--- src/rtl/edram_pkg.sv ---
// Shared constants, slot phase numbering and operation types for the edram controller.
package edram_pkg;

    localparam int unsigned EDRAM_ROWS          = 32;
    localparam int unsigned EDRAM_WIDTH         = 325;
    localparam int unsigned EDRAM_REF_INTERVAL  = 16;
    localparam int unsigned EDRAM_REF_MAX_DEFER = 4;
    localparam int unsigned ADDR_W              = $clog2(EDRAM_ROWS);

    // Phase numbers within a 4-clk slot; PH_RDATA/PH_RSP/PH_DATA/PH_WB refer to slot N+1.
    localparam logic [1:0] PH_ISSUE = 2'd0;
    localparam logic [1:0] PH_RDATA = 2'd0;
    localparam logic [1:0] PH_RSP   = 2'd1;
    localparam logic [1:0] PH_DATA  = 2'd2;
    localparam logic [1:0] PH_WB    = 2'd3;

    typedef enum logic [1:0] {
        OP_NONE,
        OP_RD,
        OP_WR,
        OP_REF
    } op_e;

endpackage

--- src/rtl/edram_ref_sched.sv ---
// Refresh scheduler: interval timer, pending/defer tracking and round-robin refresh row.
module edram_ref_sched
    import edram_pkg::*;
#(
    parameter int unsigned REF_INTERVAL  = EDRAM_REF_INTERVAL,
    parameter int unsigned REF_MAX_DEFER = EDRAM_REF_MAX_DEFER
) (
    input  logic              clk,
    input  logic              rst,
    input  logic              slot_tick,
    input  logic              client_win,
    input  logic              ref_issue,
    output logic              ref_pending,
    output logic              ref_force,
    output logic [ADDR_W-1:0] ref_row
);

    localparam int unsigned INT_W = (REF_INTERVAL > 1) ? $clog2(REF_INTERVAL) : 1;
    localparam int unsigned DEF_W = (REF_MAX_DEFER > 0) ? $clog2(REF_MAX_DEFER + 1) : 1;

    logic [INT_W-1:0]  int_cnt_q, int_cnt_d;
    logic [DEF_W-1:0]  defer_q, defer_d;
    logic              pending_q, pending_d;
    logic [ADDR_W-1:0] row_q, row_d;
    logic              expire;

    always_ff @(posedge clk or negedge rst) begin
        if (!rst) begin
            int_cnt_q <= '0;
            defer_q   <= '0;
            pending_q <= 1'b0;
            row_q     <= '0;
        end else begin
            int_cnt_q <= int_cnt_d;
            defer_q   <= defer_d;
            pending_q <= pending_d;
            row_q     <= row_d;
        end
    end

    // An expiry while already pending is absorbed into the single pending flag.
    always_comb begin
        int_cnt_d = int_cnt_q;
        defer_d   = defer_q;
        pending_d = pending_q;
        row_d     = row_q;
        expire    = slot_tick && (int_cnt_q == INT_W'(REF_INTERVAL - 1));
        if (slot_tick) begin
            int_cnt_d = expire ? '0 : int_cnt_q + INT_W'(1);
        end
        if (ref_issue) begin
            pending_d = 1'b0;
            defer_d   = '0;
            row_d     = row_q + ADDR_W'(1);
        end else if (client_win && pending_q) begin
            defer_d = defer_q + DEF_W'(1);
        end
        if (expire) begin
            pending_d = 1'b1;
        end
    end

    assign ref_pending = pending_q;
    assign ref_force   = pending_q && (defer_q == DEF_W'(REF_MAX_DEFER));
    assign ref_row     = row_q;

endmodule

--- src/rtl/edram_ctrl.sv ---
// edram controller: serialises client requests and refreshes into 4-clk slots,
// with a uniform writeback stage in the slot after each issue.
module edram_ctrl
    import edram_pkg::*;
#(
    parameter int unsigned WIDTH         = EDRAM_WIDTH,
    parameter int unsigned REF_INTERVAL  = EDRAM_REF_INTERVAL,
    parameter int unsigned REF_MAX_DEFER = EDRAM_REF_MAX_DEFER
) (
    input  logic              clk,
    input  logic              rst,
    input  logic              req_valid,
    output logic              req_ready,
    input  logic              req_we,
    input  logic [ADDR_W-1:0] req_addr,
    input  logic [WIDTH-1:0]  req_wdata,
    output logic              rsp_valid,
    output logic [WIDTH-1:0]  rsp_data,
    output logic              port_en,
    output logic              port_ref_plus2,
    output logic [ADDR_W-1:0] port_read_addr,
    input  logic [WIDTH-1:0]  port_read_data,
    output logic [ADDR_W-1:0] port_write_addr,
    output logic [WIDTH-1:0]  port_write_data,
    output logic              port_wen_plus3,
    output logic              port_data
);

    logic [1:0]        phase_q, phase_d;
    op_e               iss_op_q, iss_op_d, wb_op_q, wb_op_d;
    logic [ADDR_W-1:0] iss_row_q, iss_row_d, wb_row_q, wb_row_d;
    logic [WIDTH-1:0]  iss_data_q, iss_data_d, wb_data_q, wb_data_d;
    logic [ADDR_W-1:0] rd_addr_q, rd_addr_d;
    logic [ADDR_W-1:0] wr_addr_q, wr_addr_d;
    logic [WIDTH-1:0]  wr_data_q, wr_data_d;
    logic              wen_q, wen_d, pdata_q, pdata_d;
    logic              rsp_valid_q, rsp_valid_d;
    logic [WIDTH-1:0]  rsp_data_q, rsp_data_d;

    logic              is_issue, cli_hazard, ref_hazard, cli_accept, ref_issue;
    logic              ref_pending, ref_force;
    logic [ADDR_W-1:0] ref_row;

    edram_ref_sched #(
        .REF_INTERVAL  (REF_INTERVAL),
        .REF_MAX_DEFER (REF_MAX_DEFER)
    ) u_ref_sched (
        .clk         (clk),
        .rst         (rst),
        .slot_tick   (phase_q == PH_ISSUE),
        .client_win  (cli_accept),
        .ref_issue   (ref_issue),
        .ref_pending (ref_pending),
        .ref_force   (ref_force),
        .ref_row     (ref_row)
    );

    always_ff @(posedge clk or negedge rst) begin
        if (!rst) begin
            phase_q     <= '0;
            iss_op_q    <= OP_NONE;
            iss_row_q   <= '0;
            iss_data_q  <= '0;
            wb_op_q     <= OP_NONE;
            wb_row_q    <= '0;
            wb_data_q   <= '0;
            rd_addr_q   <= '0;
            wr_addr_q   <= '0;
            wr_data_q   <= '0;
            wen_q       <= 1'b0;
            pdata_q     <= 1'b0;
            rsp_valid_q <= 1'b0;
            rsp_data_q  <= '0;
        end else begin
            phase_q     <= phase_d;
            iss_op_q    <= iss_op_d;
            iss_row_q   <= iss_row_d;
            iss_data_q  <= iss_data_d;
            wb_op_q     <= wb_op_d;
            wb_row_q    <= wb_row_d;
            wb_data_q   <= wb_data_d;
            rd_addr_q   <= rd_addr_d;
            wr_addr_q   <= wr_addr_d;
            wr_data_q   <= wr_data_d;
            wen_q       <= wen_d;
            pdata_q     <= pdata_d;
            rsp_valid_q <= rsp_valid_d;
            rsp_data_q  <= rsp_data_d;
        end
    end

    // Phase-0 arbitration; a row still in writeback blocks whichever op would reuse it.
    always_comb begin
        is_issue   = rst && (phase_q == PH_ISSUE);
        cli_hazard = (wb_op_q != OP_NONE) && (wb_row_q == req_addr);
        ref_hazard = (wb_op_q != OP_NONE) && (wb_row_q == ref_row);
        req_ready  = is_issue && !ref_force && !cli_hazard;
        cli_accept = req_valid && req_ready;
        ref_issue  = is_issue && ref_pending && (ref_force || !req_valid) && !ref_hazard;
        port_en        = cli_accept && !req_we;
        port_ref_plus2 = ref_issue;
        if (ref_issue) begin
            port_read_addr = ref_row;
        end else if (port_en) begin
            port_read_addr = req_addr;
        end else begin
            port_read_addr = rd_addr_q;
        end
    end

    // Issue stage captures at phase 0 and hands over to writeback at the slot boundary.
    always_comb begin
        phase_d    = phase_q + 2'd1;
        iss_op_d   = iss_op_q;
        iss_row_d  = iss_row_q;
        iss_data_d = iss_data_q;
        wb_op_d    = wb_op_q;
        wb_row_d   = wb_row_q;
        wb_data_d  = wb_data_q;
        rd_addr_d  = port_read_addr;
        if (is_issue) begin
            iss_op_d = OP_NONE;
            if (ref_issue) begin
                iss_op_d  = OP_REF;
                iss_row_d = ref_row;
            end else if (cli_accept) begin
                iss_op_d   = req_we ? OP_WR : OP_RD;
                iss_row_d  = req_addr;
                iss_data_d = req_wdata;
            end
        end
        if (phase_q == PH_WB) begin
            wb_op_d   = iss_op_q;
            wb_row_d  = iss_row_q;
            wb_data_d = iss_data_q;
        end
    end

    // Writeback-slot outputs, registered one clk ahead of the phase they belong to.
    always_comb begin
        wr_addr_d   = wr_addr_q;
        wr_data_d   = wr_data_q;
        rsp_data_d  = rsp_data_q;
        wen_d       = (phase_d == PH_WB) && (wb_op_q != OP_NONE);
        pdata_d     = (phase_d == PH_DATA) && (wb_op_q == OP_WR);
        rsp_valid_d = (phase_d == PH_RSP) && (wb_op_q == OP_RD);
        if ((phase_q == PH_WB) && (iss_op_q != OP_NONE)) begin
            wr_addr_d = iss_row_q;
        end
        if (pdata_d) begin
            wr_data_d = wb_data_q;
        end
        if ((phase_q == PH_RDATA) && (wb_op_q == OP_RD)) begin
            rsp_data_d = port_read_data;
        end
    end

    assign port_write_addr = wr_addr_q;
    assign port_write_data = wr_data_q;
    assign port_wen_plus3  = wen_q;
    assign port_data       = pdata_q;
    assign rsp_valid       = rsp_valid_q;
    assign rsp_data        = rsp_data_q;

endmodule

--- config.mk ---
export PLATFORM = sky130hd
export DESIGN_NAME = edram_ctrl
export DESIGN_NICKNAME = d
export VERILOG_FILES = /design/src/rtl/edram_pkg.sv /design/src/rtl/edram_ref_sched.sv /design/src/rtl/edram_ctrl.sv
export SDC_FILE = /design/constraint.sdc
export NUM_CORES = 2
export LEC_CHECK = 0
export BUFFER_PORTS_ARGS = -buffer_cell sky130_fd_sc_hd__buf_2
export CORE_AREA = 2 2 515 517
export DETAILED_ROUTE_END_ITERATION = 8
export DIE_AREA = 0 0 517 519
export GPL_TIMING_DRIVEN = 0
export PLACE_DENSITY_LB_ADDON = 0.25
export SYNTH_ARGS = -nofsm -noshare
export SYNTH_HDL_FRONTEND = slang
export SYNTH_SLANG_ARGS = --single-unit
--- constraint.sdc ---
create_clock -name clk -period 2.49 [get_ports clk]
set_input_delay 0.3735 -clock clk [delete_from_list [all_inputs] [get_ports clk]]
set_output_delay 0.3735 -clock clk [all_outputs]
set_load 0.01 [all_outputs]
# After elaboration in Yosys (flattened, before gate mapping)
# Cells that the tools add are included.
dict set report classes {
  muxes 12
  n_eq_ne 10
  reduce_logical 32
  add_sub_neg 4
  n_bitwise 1
}
# cell n
set op_table {}
lappend op_table {{$mux 5} 4}
lappend op_table {{$logic_and 1x1->1} 18}
lappend op_table {{$eq 5x5->1} 2}
lappend op_table {{$reduce_bool 2->1} 5}
lappend op_table {{$eq 2x2->1 const B} 4}
lappend op_table {{$mux 2} 3}
lappend op_table {{$mux 3} 2}
lappend op_table {{$add 5x1->5 const B} 1}
lappend op_table {{$logic_not 1->1} 5}
lappend op_table {{$add 4x1->4 const B} 1}
lappend op_table {{$eq 2x1->1 const B} 2}
lappend op_table {{$eq 4x4->1 const B} 1}
lappend op_table {{$mux 4} 1}
lappend op_table {{$add 3x1->3 const B} 1}
lappend op_table {{$eq 3x3->1 const B} 1}
lappend op_table {{$reduce_and 3->1} 1}
lappend op_table {{$add 2x1->2 const B} 1}
lappend op_table {{$logic_not 2->1} 1}
lappend op_table {{$mux 1} 2}
lappend op_table {{$reduce_and 2->1} 1}
lappend op_table {{$logic_or 1x1->1} 1}
lappend op_table {{$not 1->1} 1}
dict set report totals {
  inputBits 659
  wordCells 77
  register_bits 1342
  output_inout_bits 666
}

# Longest topological paths before layout
dict set report logic_depth {
  depth_word 9
  mapped_depth 10
  ltp_nobuf 7
}

# Hierarchy
# From an unflattened synthesis, not the netlist that was laid out.
dict set report hier_totals {
  hier_cells 3629
  area_unflattened_um2 50577.3
}
# mod area_each_um2 cells_per_inst n_inst seq_area_each_um2
set modules_own_cells {}
lappend modules_own_cells {edram_ctrl 49954.2 3577 1 33256.9}
lappend modules_own_cells {edram_ref_sched 623.1 52 1 325.3}

# Worst setup path before layout
# OpenSTA, ideal clock, no wires.
dict set report synth_timing {
  path_type {register to output}
  from {register phase_q[0]}
  to {output port_read_addr[0]}
  t_arrival_ns 1.999
  slack_ns 0.117
  path_buffers 3
  required_time_ns 2.117
  stages_incl_launch_ff 10
  path_cell_list {dfrtp_1 -> inv_1 -> ha_1 -> buf_2 -> nand2_1 -> a211o_1 -> clkbuf_1 -> a21o_1 -> buf_1 -> a31oi_1}
}
dict set report synth_via {
  elab_chain_cells 8
  word_cells_on_any_way 11
  cone_classes {mux: 2; reduce/logical: 9}
}
# element line_no
set synth_lines {}
lappend synth_lines {{start, declared} edram_ctrl.sv:29} ;# logic [1:0] phase_q, phase_d;
lappend synth_lines {{start signal, assigned} edram_ctrl.sv:75} ;# phase_q <= phase_d;
lappend synth_lines {{$logic_not 2->1 *} edram_ctrl.sv:94} ;# is_issue = rst && (phase_q == PH_ISSUE);
lappend synth_lines {{$logic_and 1x1->1 *} edram_ctrl.sv:94}
lappend synth_lines {{$logic_and 1x1->1 (2 in a row)} edram_ctrl.sv:97} ;# req_ready = is_issue && !ref_force && !cli_hazard;
lappend synth_lines {{$logic_and 1x1->1} edram_ctrl.sv:98} ;# cli_accept = req_valid && req_ready;
lappend synth_lines {{$logic_and 1x1->1} edram_ctrl.sv:100} ;# port_en = cli_accept && !req_we;
lappend synth_lines {{$mux 5} edram_ctrl.sv:104} ;# end else if (port_en) begin
lappend synth_lines {{$mux 5 *} edram_ctrl.sv:102} ;# if (ref_issue) begin
lappend synth_lines {{end, declared} edram_ctrl.sv:21} ;# output logic [ADDR_W-1:0] port_read_addr,
# Every way passes the cells marked *; elsewhere a longest branch is shown, timed or not.

# Worst setup path in the final report
dict set report layout_timing {
  from {register wb_row_q[0]}
  to {output port_read_addr[1]}
}
dict set report layout_via {
  elab_chain_cells 8
  word_cells_on_any_way 12
  cone_classes {eq/ne: 2; mux: 2; reduce/logical: 8}
}
# element line_no
set layout_lines {}
lappend layout_lines {{start, declared} edram_ctrl.sv:31} ;# logic [ADDR_W-1:0] iss_row_q, iss_row_d, wb_row_q, wb_row_d;
lappend layout_lines {{start signal, assigned} edram_ctrl.sv:80} ;# wb_row_q <= wb_row_d;
lappend layout_lines {{$eq 5x5->1} edram_ctrl.sv:95} ;# cli_hazard = (wb_op_q != OP_NONE) && (wb_row_q == req_addr);
lappend layout_lines {{$logic_and 1x1->1} edram_ctrl.sv:95}
lappend layout_lines {{$logic_not 1->1} edram_ctrl.sv:97}
lappend layout_lines {{$logic_and 1x1->1} edram_ctrl.sv:97}
lappend layout_lines {{$logic_and 1x1->1} edram_ctrl.sv:98}
lappend layout_lines {{$logic_and 1x1->1} edram_ctrl.sv:100}
lappend layout_lines {{$mux 5} edram_ctrl.sv:104}
lappend layout_lines {{$mux 5 *} edram_ctrl.sv:102}
# Marks and branches as above.

==> out/qor.csv <==
stage;metric;value;unit
status;outcome;complete, but fails checks;
status;violations;negative setup slack;
synthesis;muxShareOfSynthArea;0.2294;
global_routing;antenna_found_initial;61;
floorplan;rows;189;
synthesis;async_flop_share;1.000;
synthesis;synth-seq-cells;1342;
synthesis;yosys_warnings;0;
synthesis;synth_top_flop_cell;dfrtp_1;
setup_path;criticalPathCategory;reg2out;
routing;drc;0;
routing;drt_first_pass_iters;6;
clock_network;root_buffer;clkbuf_16;
floorplan;pin_count;1325;
timing;min_period;3015;ps
power_and_ir_drop;power_frac_clock;0.310;
synthesis;synth_fa_ha_area_frac;0.002218;
cells_and_area;regArea;33590;sq um
routing;postRouteAntennaNets;0;
power_and_ir_drop;power.total;79800;uW
routing;via_count;37471;
synthesis;synth-xor-area-share;0.002588;
placed_design;port_buffers;1324;
placed_design;dp_cells;8501;
timing;finClkSkew;43.90;ps
timing;rsz0062_at_grt;yes;
timing;min_period_over_period;1.211;
hold_path;hold_class;in2async;
timing;max_freq;331.7;MHz
global_routing;grt_use_total;0.1729;
synthesis;yosys.area_share.simple;0.07617;
power_and_ir_drop;switching_share;0.3416;
timing;setup_slack;-524.5;ps
placed_design;place_hpwl;183600;um
cells_and_area;mostFrequentLayoutCells;1361 x buf_2, 1335 x dfrtp_1, 980 x nand2_1;
setup_path;start_kind;register;
routing;drt-initial-drc-count;1831;
floorplan;die_w;517;um
synthesis;syn_area_per_cell;13.98;sq um
power_and_ir_drop;power_frac_comb;0.283;
cells_and_area;multi_input_area;16560;sq um
clock_network;htree_levels;4;
synthesis;ys_seq_area_frac;0.6614;
setup_path;cp.arrival;2640;ps
power_and_ir_drop;switching_power;27260;uW
synthesis;synth_fp_nets;4301;
clock_network;clock_path_buffers;4;
power_and_ir_drop;vdd_drop_max;0.5087;mV
timing;setup_violations;8;
setup_path;cp-end-kind;primary output;
timing;slew_violations;0;
power_and_ir_drop;pwr-share-seq;0.407;
clock_network;clock_latency;830;ps
routing;wirelength;240000;um
floorplan;initial_core_util;0.1927;
placed_design;place_ws;-2926;ps
global_routing;grt_max_degree;153;
setup_path;startpoint;wb_row_q[0]$_DFFE_PN0P_;
global_routing;grt.overflow.total;0;
cells_and_area;syn_to_final_growth;49.91;%
power_and_ir_drop;p_int;52540;uW
placed_design;gp_congestion;0.8877;
clock_network;numCtsBuffers;168;
setup_path;r2r-start;phase_q[0]$_DFF_PN0_;
cells_and_area;drive_above_1_share;0.4780;
power_and_ir_drop;p_leak;0.03583;uW
clock_network;clk_pin_slew;60;ps
timing;hold_viol_final;0;
global_routing;grt_pass1_wl;325400;um
timing;tightest_slew;985.3;ps
cells_and_area;post-route-util;0.2889;
routing;wl_per_cell;25.08;um
synthesis;synth_compound_area_frac;0.009241;
run;drv_cap;0;
cells_and_area;n_fill_cell;27295;
synthesis;synth_edf_count;0;
routing;avgViaCountPerCell;3.915;
synthesis;syn_inst;3633;
synthesis;ys_types;40;
synthesis;syn_area;50770;sq um
cells_and_area;layout.nets;6534;
setup_path;worstPathMaxFanout;5;
global_routing;first_global_vias;40286;
cells_and_area;fin_cells;9570;
floorplan;die_area;268300;sq um
floorplan;core_region_area;263400;sq um
timing;worst_slew_margin_rel;0.3431;
clock_network;clock_sinks;1342;
floorplan;dieHeight;519;um
power_and_ir_drop;p_per_area;1048;nW/um^2
synthesis;synth_top_family_by_area;multiplexers;
cells_and_area;layout_commonest_cell;buf_2;
setup_path;critPathRequiredTime;2120;ps
clock_network;cts_tree;built;
-- cell usage after synthesis, drive strengths merged, types with 4 or more instances --
library cell  count  area, sq um
a211oi            9        67.56
a21boi            4        30.03
a21oi             4        20.02
a31oi            17        106.4
buf              88        529.3
clkbuf          103        386.6
dfrtp          1342        33580
ha                9        112.6
inv              11        41.29
mux2            988        11650
nand2           983         3690
nand3             9        45.04
nor2              5        21.27
o2111ai           8        70.07
o211ai           11        82.58
o21ai             7        35.03
xor2             13        113.9
-- critical path: stages (launching register included) --
cell and delay, ps:
dfrtp_1 430, xor2_2 190, or4_4 550, clkbuf_16 190, o2111ai_4 220, a31oi_4 130, buf_6 140
-- metrics by stage --
step                      hold WS, ps  setup TNS [ps]  instance area, sq um
after detailed placement        378.8        -1539070                 62120
after global routing            19.27           -4535                 76070
after CTS                       8.142          -58480                 75560
after global placement          445.0               -                 61820
after floorplan                 77.91               0                 50770
final                           50.44           -3576                 76110
-- per-layer routing --
metal / vias up / share of wire / GRT usage
met4: 30 / 0.035 / 0.05683
met1: 19202 / 0.40 / 0.2039
met5: - / 0.00071 / 0
li1: 16712 / - / -
met3: 315 / 0.11 / 0.08683
met2: 1212 / 0.45 / 0.2712
-- cell families (layout without fill, tap and decap cells) --
group / Yosys count / in the layout
muxes: 988 / 988
AOI/OAI and AO/OA: 67 / 67
DFF: 1342 / 1342
adders and majority gates: 9 / 9
and+or+nand+nor: 1009 / 1009
buffers and inverters: 203 / 2559
other: 0 / 48
xor gates and xnor gates: 15 / 15
-- registers in the layout (all words and copies together) (netlist names), 5 cells and up --
register,cells
iss_data_q,325
wb_data_q,325
iss_row_q,5
rsp_data,325
port_write_data,325
rd_addr_q,5
port_write_addr,5
u_ref_sched.ref_row,5
wb_row_q,5
-- cell type report --
type                            count  area share
Clock inverter                     46    0.006724
Tap cell                         3533     0.05808
Multi-Input combinational cell   2088      0.2176
Antenna cell                       48    0.001578
Sequential cell                  1342      0.4414
Inverter                           12   0.0007562
Timing Repair Buffer             2068      0.1910
Buffer                            186     0.01731
Clock buffer                      247     0.06561
-- final timing paths --
path                                                          to  slack [ps]  depth (start not counted)
worst max-delay path                           port_read_addr[1]        -520                          6
worst min-delay path                    wb_data_q[6]$_DFFE_PN0P_          50                          4
worst max register to register       iss_data_q[302]$_DFFE_PN0P_          80                         12
worst min register to register  port_write_data[162]$_DFFE_PN0P_         420                          2
max in group asynchronous       port_write_data[164]$_DFFE_PN0P_         320                          6
min in group clk                        rsp_data[40]$_DFFE_PN0P_          60                          2
-- power by group through the flow --
stage / clock, uW / sequential [uW] / combinational, uW
finish: 24700 / 32500 / 22600
global route: 26400 / 33300 / 24400
CTS: 25600 / 32500 / 22900
detailed placement: 0 / 32700 / 21200
global placement: 0 / 32700 / 21100
floorplan: 0 / 34000 / 6870
-- repair_timing --
action	CTS	global route
hold buffers	668	1
pin swaps	12	5
buffers inserted	38	15
hold endpoints to repair	1169	98
gates resized for setup	189	83
cloned	6	6
setup endpoints to repair	1225	808
Power figures use the tool's default switching activity.
